**config.mk**
```make
export PLATFORM = sky130hd
export DESIGN_NAME = line_sensor_emulator
export DESIGN_NICKNAME = d
export VERILOG_FILES = /design/src/rtl/line_sensor_emu_pkg.sv /design/src/rtl/line_sensor_emulator_sync_edge_detect.sv /design/src/rtl/line_sensor_emulator.sv
export SDC_FILE = /design/constraint.sdc
export NUM_CORES = 1
export LEC_CHECK = 0
export CAP_MARGIN = 10
export CORE_MARGIN = 2
export CORE_UTILIZATION = 49
export CTS_CLUSTER_DIAMETER = 100
export DETAILED_ROUTE_END_ITERATION = 7
export HOLD_SLACK_MARGIN = 0.02
export PLACE_DENSITY_LB_ADDON = 0.2
export SETUP_SLACK_MARGIN = 0.15
export SYNTH_ARGS = -nofsm -noshare
export SYNTH_HDL_FRONTEND = slang
export SYNTH_SLANG_ARGS = --single-unit
```
**constraint.sdc**
```tcl
create_clock -name master_clock -period 2.6 [get_ports master_clock]
set_input_delay 0.52 -clock master_clock [delete_from_list [all_inputs] [get_ports master_clock]]
set_output_delay 0.52 -clock master_clock [all_outputs]
set_load 0.01 [all_outputs]
```
**src/rtl/line_sensor_emu_pkg.sv**
```systemverilog
// line_sensor_emu_pkg: shared types and LFSR constants for the line sensor emulator.
package line_sensor_emu_pkg;
  typedef enum logic [1:0] {IDLE, WAIT, READOUT} state_t;
  typedef enum logic [1:0] {PAT_RAMP, PAT_CONST, PAT_CHECKER, PAT_FRAME} pattern_t;
  typedef logic [11:0] pixel_t;
  localparam logic [15:0] LFSR_SEED = 16'hACE1;
  // Fibonacci taps 16,14,13,11 as a bit mask over lfsr[15:0]
  localparam logic [15:0] LFSR_TAPS = 16'hB400;
  function automatic logic [15:0] lfsr_next(input logic [15:0] l);
    return {l[14:0], ^(l & LFSR_TAPS)};
  endfunction
endpackage

```
**src/rtl/line_sensor_emulator_sync_edge_detect.sv**
```systemverilog
// sync_edge_detect: multi-flop synchronizer followed by a rising-edge pulse.
module sync_edge_detect #(
  parameter int STAGES = 2
) (
  input  logic clk,
  input  logic rst_n,
  input  logic d,
  output logic level,
  output logic rise
);
  logic [STAGES-1:0] sr;
  logic prev;
  always_ff @(posedge clk or negedge rst_n)
    if (!rst_n) begin
      sr <= '0;
      prev <= 1'b0;
    end else begin
      sr <= {sr[STAGES-2:0], d};
      prev <= sr[STAGES-1];
    end
  assign level = sr[STAGES-1];
  assign rise = level & ~prev;
endmodule

```
**src/rtl/line_sensor_emulator.sv**
```systemverilog
// line_sensor_emulator: responder-side emulator of a linear image sensor (SI capture, delay, pixel readout).
// Define LINE_SENSOR_EMU_NOISE_EN to XOR LFSR noise into the low nibble of each pixel.
module line_sensor_emulator
  import line_sensor_emu_pkg::*;
#(
  parameter int NUMBER_OF_PIXEL = 128,
  parameter int DELAY_NCLK = 18,
  parameter int RAMP_STEP = 32,
  parameter int SYNC_STAGES = 2
) (
  input  logic        master_clock,
  input  logic        resetn,
  input  logic        sensor_clk,
  input  logic        sensor_si,
  input  logic [1:0]  pattern_sel,
  input  logic [11:0] const_value,
  output logic        emu_pclk,
  output logic        emu_sync,
  output logic [11:0] emu_data,
  output logic [9:0]  emu_index,
  output logic [15:0] frame_count,
  output logic        busy,
  output logic        overrun
);
  state_t state, state_n;
  pattern_t pat;
  pixel_t cval, fval, pat_val, px;
  logic [SYNC_STAGES-1:0] si_sr;
  logic [15:0] dcnt;
  logic [9:0] n;
  logic clk_s, clk_rise, si_s, si_prev, capture, pix, last;

  sync_edge_detect #(.STAGES(SYNC_STAGES)) u_clk_sync (
    .clk(master_clock),
    .rst_n(resetn),
    .d(sensor_clk),
    .level(clk_s),
    .rise(clk_rise)
  );

  always_ff @(posedge master_clock or negedge resetn)
    if (!resetn) si_sr <= '0;
    else si_sr <= {si_sr[SYNC_STAGES-2:0], sensor_si};
  assign si_s = si_sr[SYNC_STAGES-1];

  // A new SI capture always wins over a pixel on the same sensor edge
  always_comb begin
    capture = clk_rise & si_s & ~si_prev;
    pix = clk_rise & ~capture & (state == READOUT);
    last = pix & (n == 10'(NUMBER_OF_PIXEL - 1));
    state_n = capture ? WAIT
            : (clk_rise && state == WAIT && dcnt == 16'(DELAY_NCLK - 1)) ? READOUT
            : last ? IDLE : state;
  end

  always_ff @(posedge master_clock or negedge resetn)
    if (!resetn) state <= IDLE;
    else state <= state_n;

  always_comb begin
    pat_val = pat == PAT_RAMP ? pixel_t'(22'(n) * 22'(RAMP_STEP))
            : pat == PAT_CONST ? cval
            : pat == PAT_CHECKER ? {12{n[0]}} : fval;
  end

`ifdef LINE_SENSOR_EMU_NOISE_EN
  logic [15:0] lfsr;
  always_ff @(posedge master_clock or negedge resetn)
    if (!resetn) lfsr <= LFSR_SEED;
    else if (pix) lfsr <= lfsr_next(lfsr);
  assign px = pat_val ^ {8'h00, lfsr[3:0]};
`else
  assign px = pat_val;
`endif

  always_ff @(posedge master_clock or negedge resetn)
    if (!resetn) begin
      si_prev <= 1'b0;
      dcnt <= '0;
      n <= '0;
      pat <= PAT_RAMP;
      cval <= '0;
      fval <= '0;
      emu_pclk <= 1'b0;
      emu_sync <= 1'b0;
      emu_data <= '0;
      emu_index <= '0;
      frame_count <= '0;
      busy <= 1'b0;
      overrun <= 1'b0;
    end else begin
      busy <= state_n != IDLE;
      if (clk_rise) si_prev <= si_s;
      if (capture) begin
        dcnt <= '0;
        n <= '0;
        pat <= pattern_t'(pattern_sel);
        cval <= const_value;
        fval <= frame_count[11:0];
        overrun <= overrun | (state != IDLE);
      end else if (clk_rise && state == WAIT) dcnt <= dcnt + 16'd1;
      emu_pclk <= pix;
      emu_sync <= pix && n == '0;
      if (pix) begin
        emu_index <= n;
        emu_data <= px;
        n <= n + 10'd1;
      end
      if (last) frame_count <= frame_count + 16'd1;
    end
endmodule

```
==> results.md <==
* DRC at 0
* Worst r2r src: n[0]
* Nets at 529
* Flop2flop setup slack at 0.56 ns
* Clock transition at path regs at 0.10 ns
* Reg2reg end: frame_count[15]
* CP endpoint: frame_count[15]
* Synth unique cells at 36
* Worst Tran Pin Value at 0.930 ns
* Synth Instances at 446
* Final WL at 9670 um
* CTS buffer count at 9
* Routed WL per cell at 15.5 um
* Setup TNS at 0 ns
* Slew margin rel. at 38.0%
* GRT Overall Usage at 21.0%
* Die width at 101 um
* Min-delay worst type: input pin to asynchronous set/reset pin
* Post-DP HPWL at 6710 um
* Antenna-violating nets left at 0
* Global route overflow at 0
* Crit. End Element: register
* Non-Filler Instances at 622
* Syn Area/Cell at 10.2 um2
* CTS tree: yes
* Final worst path period share at 78.3%
* Number of H-tree levels at 3
* Met3 Usage GRT at 4.16%
* Number of global-route vias before repair at 3,267
* Clk Latency, worst-skew pair at 0.36 ns
* Core ar. at 0.00915 mm2
* Rows at 35
* Syn Std Cell Area at 0.00456 mm2
* Number of I/O pins at 60
* Root buffer cell: clkbuf_8
* Bufs on Longest Clock Path at 2
* Grt met1 use at 32.3%
* Initial Util at 49.9%
* Syn_nets at 469
* WP data required at 2.90 ns
* Maximum vdd drop at 0.000533 V
* Port-buffer cells at 59
* Power Density at 569 mW/mm2
* First-pass GRT wire length at 16,600 um
* Gpl congestion at 0.789
* Flops & latches, synth at 102
* Hold-fix buffers, CTS at 0
* Post-CTS Setup Bufs at 0
* Final hold vios at 0
* Sequential area share after synthesis at 55.9%
* Setup Skew at 0.00951 ns
* TritonRoute pass-1 iters at 4
* DRT iter0 DRCs at 178
* CP Class: register to register
* Max Cap Viol at 0
* GR peak layer: met1
* Slew Viols, Final at 0
* Clock sink count at 102
* Critical path origin: n[0]
* Yosys Warn Count at 0
* Via-per-instance ratio at 5.39
* # placed instances at 606
* Startpoint types: register
* Met2 usage at 30.7%
* Largest net degree at the start of global routing at 46
* Die area at 0.0101 mm2
* RSZ-0062 raised after global routing: false
* PnR worst setup slack at 0.565 ns
* Area grow syn2layout at 21.3%
* Dpl ws at 0.563 ns
* Post-CTS sizing at 0
* Vias post-DR at 3,353
* Share of layout cells above drive strength 1 at 10.6%
* Max FO, Critical Path at 12
* Diode count at 0
* Status: finished, final reports clean
* Initial antenna violation count at 0
* Leak pwr at 2.58 nW
* Fmax at 491 MHz
* Final setup fails at 0
* R2R cell count at 5
* Minimum clock period at 2.04 ns
* Worst EP arrival at 2.33 ns
* Die height at 101 um
-- layout by cell type, fill, tap and decap left out, types with 2 or more instances in the layout --
| master | instances |
|---|---|
| nand2_1 | 112 |
| dfrtp_1 | 102 |
| clkdlybuf4s50_1 | 58 |
| nor2_1 | 26 |
| xor2_1 | 21 |
| o21ai_0 | 19 |
| mux2_2 | 15 |
| nor4_1 | 13 |
| nand4_1 | 13 |
| nand3_1 | 12 |
| buf_4 | 12 |
| xnor2_1 | 11 |
| inv_1 | 10 |
| nor3_1 | 9 |
| clkbuf_8 | 9 |
| a21oi_1 | 7 |
| and3_1 | 6 |
| or3_1 | 6 |
| mux4_2 | 6 |
| a22oi_1 | 5 |
| ha_1 | 5 |
| and2_1 | 3 |
| and4bb_2 | 2 |
| nor4b_1 | 2 |
| nand2b_1 | 2 |
| nand4bb_1 | 2 |
| and4_1 | 2 |
| o211ai_1 | 2 |
| or4_1 | 2 |
| clkinvlp_4 | 2 |
| bufinv_16 | 2 |
| clkbuf_1 | 2 |
-- registers in the layout, indices dropped and copies added (netlist names), 10 cells and up --
register     flops
frame_count     16
n               10
cval            12
emu_index       10
dcnt            16
emu_data        12
fval            12
-- power breakdown --
part / switching [mW] / total (mW) / leakage (nW) / internal (mW)
Sequential: 0.106 / 1.78 / 1.37 / 1.67
Clock: 0.547 / 1.09 / 0.0998 / 0.545
Combinational: 0.142 / 0.280 / 1.12 / 0.138
Total: 0.794 / 3.15 / 2.58 / 2.36
-- worst max-delay path, cell delays in order (launching register included) --
cell and delay, ns:
dfrtp_1 0.55, ha_1 0.26, and3_1 0.32, nand3_1 0.26, nor4b_1 0.41, xor2_1 0.17
-- per-layer routing --
layer  part of all wire (%)  vias up  wire length (um)
met5                      0        -                 0
met2                     46       79              4450
met4                   0.81        0                78
li1                       -     1641                 -
met1                     49     1628              4720
met3                    4.3        5               412
-- stage by stage --
step	hold WS (ns)	total power, mW	util (%)	instance area (um2)
global route	0.0857	3.30	60.5	5530
detailed placement	0.336	2.09	58.1	5320
CTS	0.0724	3.18	60.5	5530
finish	0.0715	3.15	60.5	5530
floorplan	0.224	1.97	-	4560
global placement	0.333	2.08	58.1	5320
-- cells by family (layout without fill, tap and decap cells) --
group                      Yosys count  count (layout)  synth area share (%)
AOI/OAI and AO/OA                   37              37                  4.61
muxes                               22              22                  6.88
buffers and inverters               32              97                  2.66
DFF                                102             102                  55.9
and+or+nand+nor                    216             216                  22.4
xor gates and xnor gates            32              32                  6.14
adders and majority gates            5               5                  1.37
-- worst min-delay path by stage --
stage / depth (start not counted) / endpoint / start
after floorplan: 0 / busy / resetn
after global placement: 0 / si_sr[1] / si_sr[0]
after detailed placement: 0 / si_sr[1] / si_sr[0]
after CTS: 1 / emu_data[5] / resetn
after global routing: 1 / emu_index[3] / resetn
final: 1 / n[5] / resetn
-- layout make-up --
| class | instances | area, um2 |
|---|---|---|
| Multi-Input combinational cell | 312 | 1900 |
| Tap cell | 111 | 139 |
| Sequential cell | 102 | 2550 |
| Clock buffer | 11 | 131 |
| Inverter | 10 | 37.5 |
| Fill cell | 762 | 3620 |
| Timing Repair Buffer | 71 | 691 |
| Clock inverter | 5 | 83.8 |
-- cell usage after synthesis --
master     count  area [um2]
or3_1          6        37.5
or4b_2         1        10.0
nor2b_1        1        6.26
o21bai_1       1        7.51
mux2_2        15         169
dfrtp_1      102        2550
inv_1         10        37.5
nor4b_1        2        17.5
and2_1         3        18.8
o211ai_1       2        15.0
xor2_1        21         184
mux2i_1        1        10.0
a21o_1         1        7.51
and4_1         2        17.5
a21oi_1        7        35.0
a211oi_1       1        7.51
nand3_1       12        60.1
nand2_1      112         420
ha_1           5        62.6
o21ai_0       19        95.1
o21ai_1        1        5.00
and4bb_2       2        25.0
nor2_1        26        97.6
nor3_1        10        50.1
and3_1         6        37.5
or4_1          2        15.0
nand2b_1       2        12.5
nand4bb_1      2        22.5
nor4_1        13        81.3
buf_2          1        5.00
a22oi_1        5        37.5
mux4_2         6         135
xnor2_1       11        96.3
clkbuf_1      21        78.8
or4_4          1        11.3
nand4_1       13        81.3
Power figures use the tool's default switching activity.
==> patch 1, RTL diff (same flow settings) <==
Re-encode `state_t` (3 states) as one-hot, 3 bits wide.
--- a/src/rtl/line_sensor_emu_pkg.sv
+++ b/src/rtl/line_sensor_emu_pkg.sv
@@ -2,3 +2,3 @@
 package line_sensor_emu_pkg;
-  typedef enum logic [1:0] {IDLE, WAIT, READOUT} state_t;
+  typedef enum logic [2:0] {IDLE = 3'b001, WAIT = 3'b010, READOUT = 3'b100} state_t;
   typedef enum logic [1:0] {PAT_RAMP, PAT_CONST, PAT_CHECKER, PAT_FRAME} pattern_t;
Function: same outputs for any inputs over 10 cycles, from zero or initial values and one cycle with resetn low; not proved beyond that.
==> patch 1 against the original RTL <==
- final area is 0.86% lower
- wire length is 9.6% lower
- synthesized cell count is 15% lower
- die area is 0.37% higher
- sequential cell count is 1 higher
- power is 1.8% lower
- maximum frequency is 3.0% lower
- synthesized area is 0.38% higher
- setup slack worse by 0.063 ns
==> patch 1: results <==
group,metric,value,unit
status,status,"finished, final reports clean",
finish,fillCellCount,761,
route,wl,8740,um
route,vias,3005,
placement,gp_congestion,0.786,
critical_path,cp.arrival,2.39,ns
finish,drive_gt1_share,18.1,%
logic_synthesis,synthMuxAreaShare,13.5,%
logic_synthesis,syn_nets,403,
finish,nNetsFinal,461,
grt,grtUsageMet3,3.61,%
placement,hpwl,6210,um
grt,grtUsageMet1,27.7,%
logic_synthesis,synth.area.top_cells,"dfrtp_1, mux2_2, xnor2_1, nor2_1, nand2_1",
logic_synthesis,synth_compound_area_share,2.95,%
power,vdd_drop_max,0.271,mV
grt,grt_max_degree,44,
logic_synthesis,synth_cell_types,41,
grt,grt_pass1_vias,2954,
logic_synthesis,synth_xor_area_share,7.27,%
critical_path,critical_path.max_fanout,15,
logic_synthesis,synth_adder_area_share,1.37,%
grt,groute.usage.overall,18.5,%
route,drtIter0Drc,119,
timing,fin_worst_skew,0.0168,ns
power,p_int,2.28,mW
timing,slew_headroom,63.1,%
patch 1: cell types whose count changed after synthesis, sizes merged, moves of 5 or more:
| cell | change |
|---|---|
| mux2 | +26 |
| buf | +7 |
| a21oi | -5 |
| or3 | -5 |
| clkbuf | -12 |
| nor4 | -6 |
| nor3 | -5 |
| nand2 | -77 |
| nor2 | +13 |
| xnor2 | +13 |
| xor2 | -7 |
| and3 | +5 |
| o21ai | -7 |
patch 1: through the flow:
stage	cells	area, um^2	hold WS, ns	util, %	setup slack, ns
floorplan	380	4580	0.224	-	0.836
global placement	538	5300	0.331	57.9	0.607
detailed placement	538	5300	0.335	57.9	0.522
CTS	554	5490	0.147	59.9	0.496
global route	554	5490	0.164	59.9	0.300
finish	554	5490	0.131	59.9	0.502
patch 1: worst max-delay path, stage by stage, from the launching register on:
cell and delay, ns:
dfrtp_1 0.61, ha_1 0.30, nand4b_4 0.22, or4_4 0.60, nor3_2 0.15, xor2_1 0.16
patch 1: cell families after synthesis:
family / after synthesis
and+or+nand+nor: 137
buffers and inverters: 25
DFF: 103
muxes: 49
adders and majority gates: 5
AOI/OAI and AO/OA: 23
xor gates and xnor gates: 38
patch 1: per-layer routing:
layer  wire, um  up-vias
met5          0        -
met4        162        0
met3        293       14
met2       3990       55
met1       4300     1510
li1           -     1426
patch 1: final timing paths:
kind,slack (ns),to,start
worst max register to register,0.50,frame_count[8],n[0]
min in group master_clock,0.35,u_clk_sync.sr[1],u_clk_sync.sr[0]
worst min register to register,0.35,u_clk_sync.sr[1],u_clk_sync.sr[0]
worst min-delay path,0.13,emu_index[8],resetn
max in group asynchronous,1.77,n[6],resetn
worst max-delay path,0.50,frame_count[8],n[0]
patch 1: power groups by stage:
stage	registers [mW]	logic [mW]	clock network, mW
after detailed placement	1.85	0.322	0
after floorplan	1.79	0.253	0
after CTS	1.82	0.321	0.979
after global routing	1.84	0.354	1.05
final	1.82	0.316	0.958
after global placement	1.85	0.311	0
patch 1: layout make-up:
class                   instances  share of cell area (%)
inverters                       8                   0.547
flip-flops and latches        103                    47.0
well taps                     111                    2.53
clock inverters                 6                   0.958
repair buffers                 64                    11.6
clock buffers                  10                    2.51
multi-input cells             252                    34.8
==> patch 2, RTL diff (config.mk and constraints unchanged) <==
Without the edit above. The parameter `SYNC_STAGES` goes from 2 to 4.
--- a/src/rtl/line_sensor_emulator.sv
+++ b/src/rtl/line_sensor_emulator.sv
@@ -8,3 +8,3 @@
   parameter int RAMP_STEP = 32,
-  parameter int SYNC_STAGES = 2
+  parameter int SYNC_STAGES = 4
 ) (
Function: changed (a bounded check fails within 4 cycles, from zero or initial values and one cycle with resetn low).
==> patch 2 against the original RTL <==
- sequential cell count is 4 higher
- synthesized area is 2.2% higher
- worst hold slack better by 0.0063 ns
- power is 4.3% higher
- sequential power is 4% higher
- critical path depth is 1 lower
- setup slack worse by 0.12 ns
- final area is 2.1% higher
- count of clock-buffer cells in the layout is 1 lower
- wire length is 1.5% higher
- critical endpoint is now dcnt[15]
- largest power group unchanged
==> patch 2: results <==
group,metric,value,unit
status,status,"finished, final reports clean",
timing,finalCriticalPeriod,2.16,ns
timing,fin_worst_skew,0.0103,ns
clock_network,clkLatencyLatePin,0.36,ns
logic_synthesis,synth.area.top_cells,"dfrtp_1, nand2_1, xor2_1, mux2_2, mux4_2",
timing,drv_slew,0,
grt,grt_max_degree,57,
finish,drive_gt1_share,10.4,%
placement,postPlaceCellArea,5420,um^2
placement,gp_congestion,0.848,
timing,tightest_slew,0.931,ns
grt,groute.usage.overall,20.2,%
logic_synthesis,syn_nets,473,
grt,grt_pass1_vias,3170,
route,drtIter0Drc,179,
route,avgViaCountPerCell,5.26,
power,p_leak,2.63,nW
finish,fillCellCount,774,
critical_path,critical_path.max_fanout,10,
logic_synthesis,yosys-top-cells-count,"nand2_1, dfrtp_1, nor2_1",
route,wl,9820,um
placement,hpwl,6790,um
power,vdd_drop_max,0.357,mV
critical_path,cp.arrival,2.46,ns
critical_path,cpMaxStageDelayCell,"or4_4",
-- patch 2: report_power, final --
| group | switching (mW) | internal (mW) | leakage [nW] |
|---|---|---|---|
| clock | 0.579 | 0.580 | 0.117 |
| combinational | 0.144 | 0.136 | 1.10 |
| sequential | 0.110 | 1.74 | 1.41 |
-- patch 2: path summary, 6_finish.rpt --
kind,start,to,slack (ns),cells past startpoint
setup reg to reg,state[1],dcnt[15],0.44,4
hold reg to reg,u_clk_sync.sr[1],u_clk_sync.sr[2],0.36,0
setup / recovery,state[1],dcnt[15],0.44,4
max in group asynchronous,resetn,si_sr[3],1.88,2
min in group master_clock,u_clk_sync.sr[1],u_clk_sync.sr[2],0.36,0
hold / removal,resetn,emu_index[6],0.08,1
-- patch 2: cells by family after synthesis --
kind of cell / Yosys count / share of synthesized area [%]
simple gates: 216 / 21.9
buf+inv: 32 / 2.60
flops: 106 / 56.9
compound gates: 37 / 4.51
fa+ha+maj: 5 / 1.34
xor+xnor: 32 / 6.01
mux: 22 / 6.73
-- patch 2: layout make-up --
| cell class | count | area [um^2] | area share [%] |
|---|---|---|---|
| sequential | 106 | 2650 | 46.9 |
| multi-input combinational | 312 | 1900 | 33.6 |
| timing repair buffer | 68 | 668 | 11.8 |
| tap | 129 | 161 | 2.86 |
| clock buffer | 10 | 138 | 2.44 |
| clock inverter | 6 | 95.1 | 1.68 |
| inverter | 10 | 37.5 | 0.664 |
-- patch 2: metal layers --
layer | wire length, um | global-route usage [%] | vias up
met5 | 0 | 0 | -
met2 | 4440 | 28.9 | 75
met1 | 4970 | 31.5 | 1640
li1 | - | - | 1650
met4 | 60 | 6.55 | 0
met3 | 353 | 3.17 | 4
-- patch 2: worst max-delay path, delay by kind of cell (launching register included) --
kind / cells / cell delay, ns
AND/OR/NAND/NOR: 4 / 1.66
flip-flops: 1 / 0.44
-- patch 2: stage by stage --
step	instances	hold WS, ns	worst slack [ns]	util [%]
2_1_floorplan	450	0.224	0.727	-
3_3_place_gp	625	0.332	0.523	58.6
3_5_place_dp	625	0.338	0.473	58.6
4_1_cts	641	0.0758	0.448	61.2
5_1_grt	641	0.0924	0.312	61.2
6_report	641	0.0779	0.442	61.2
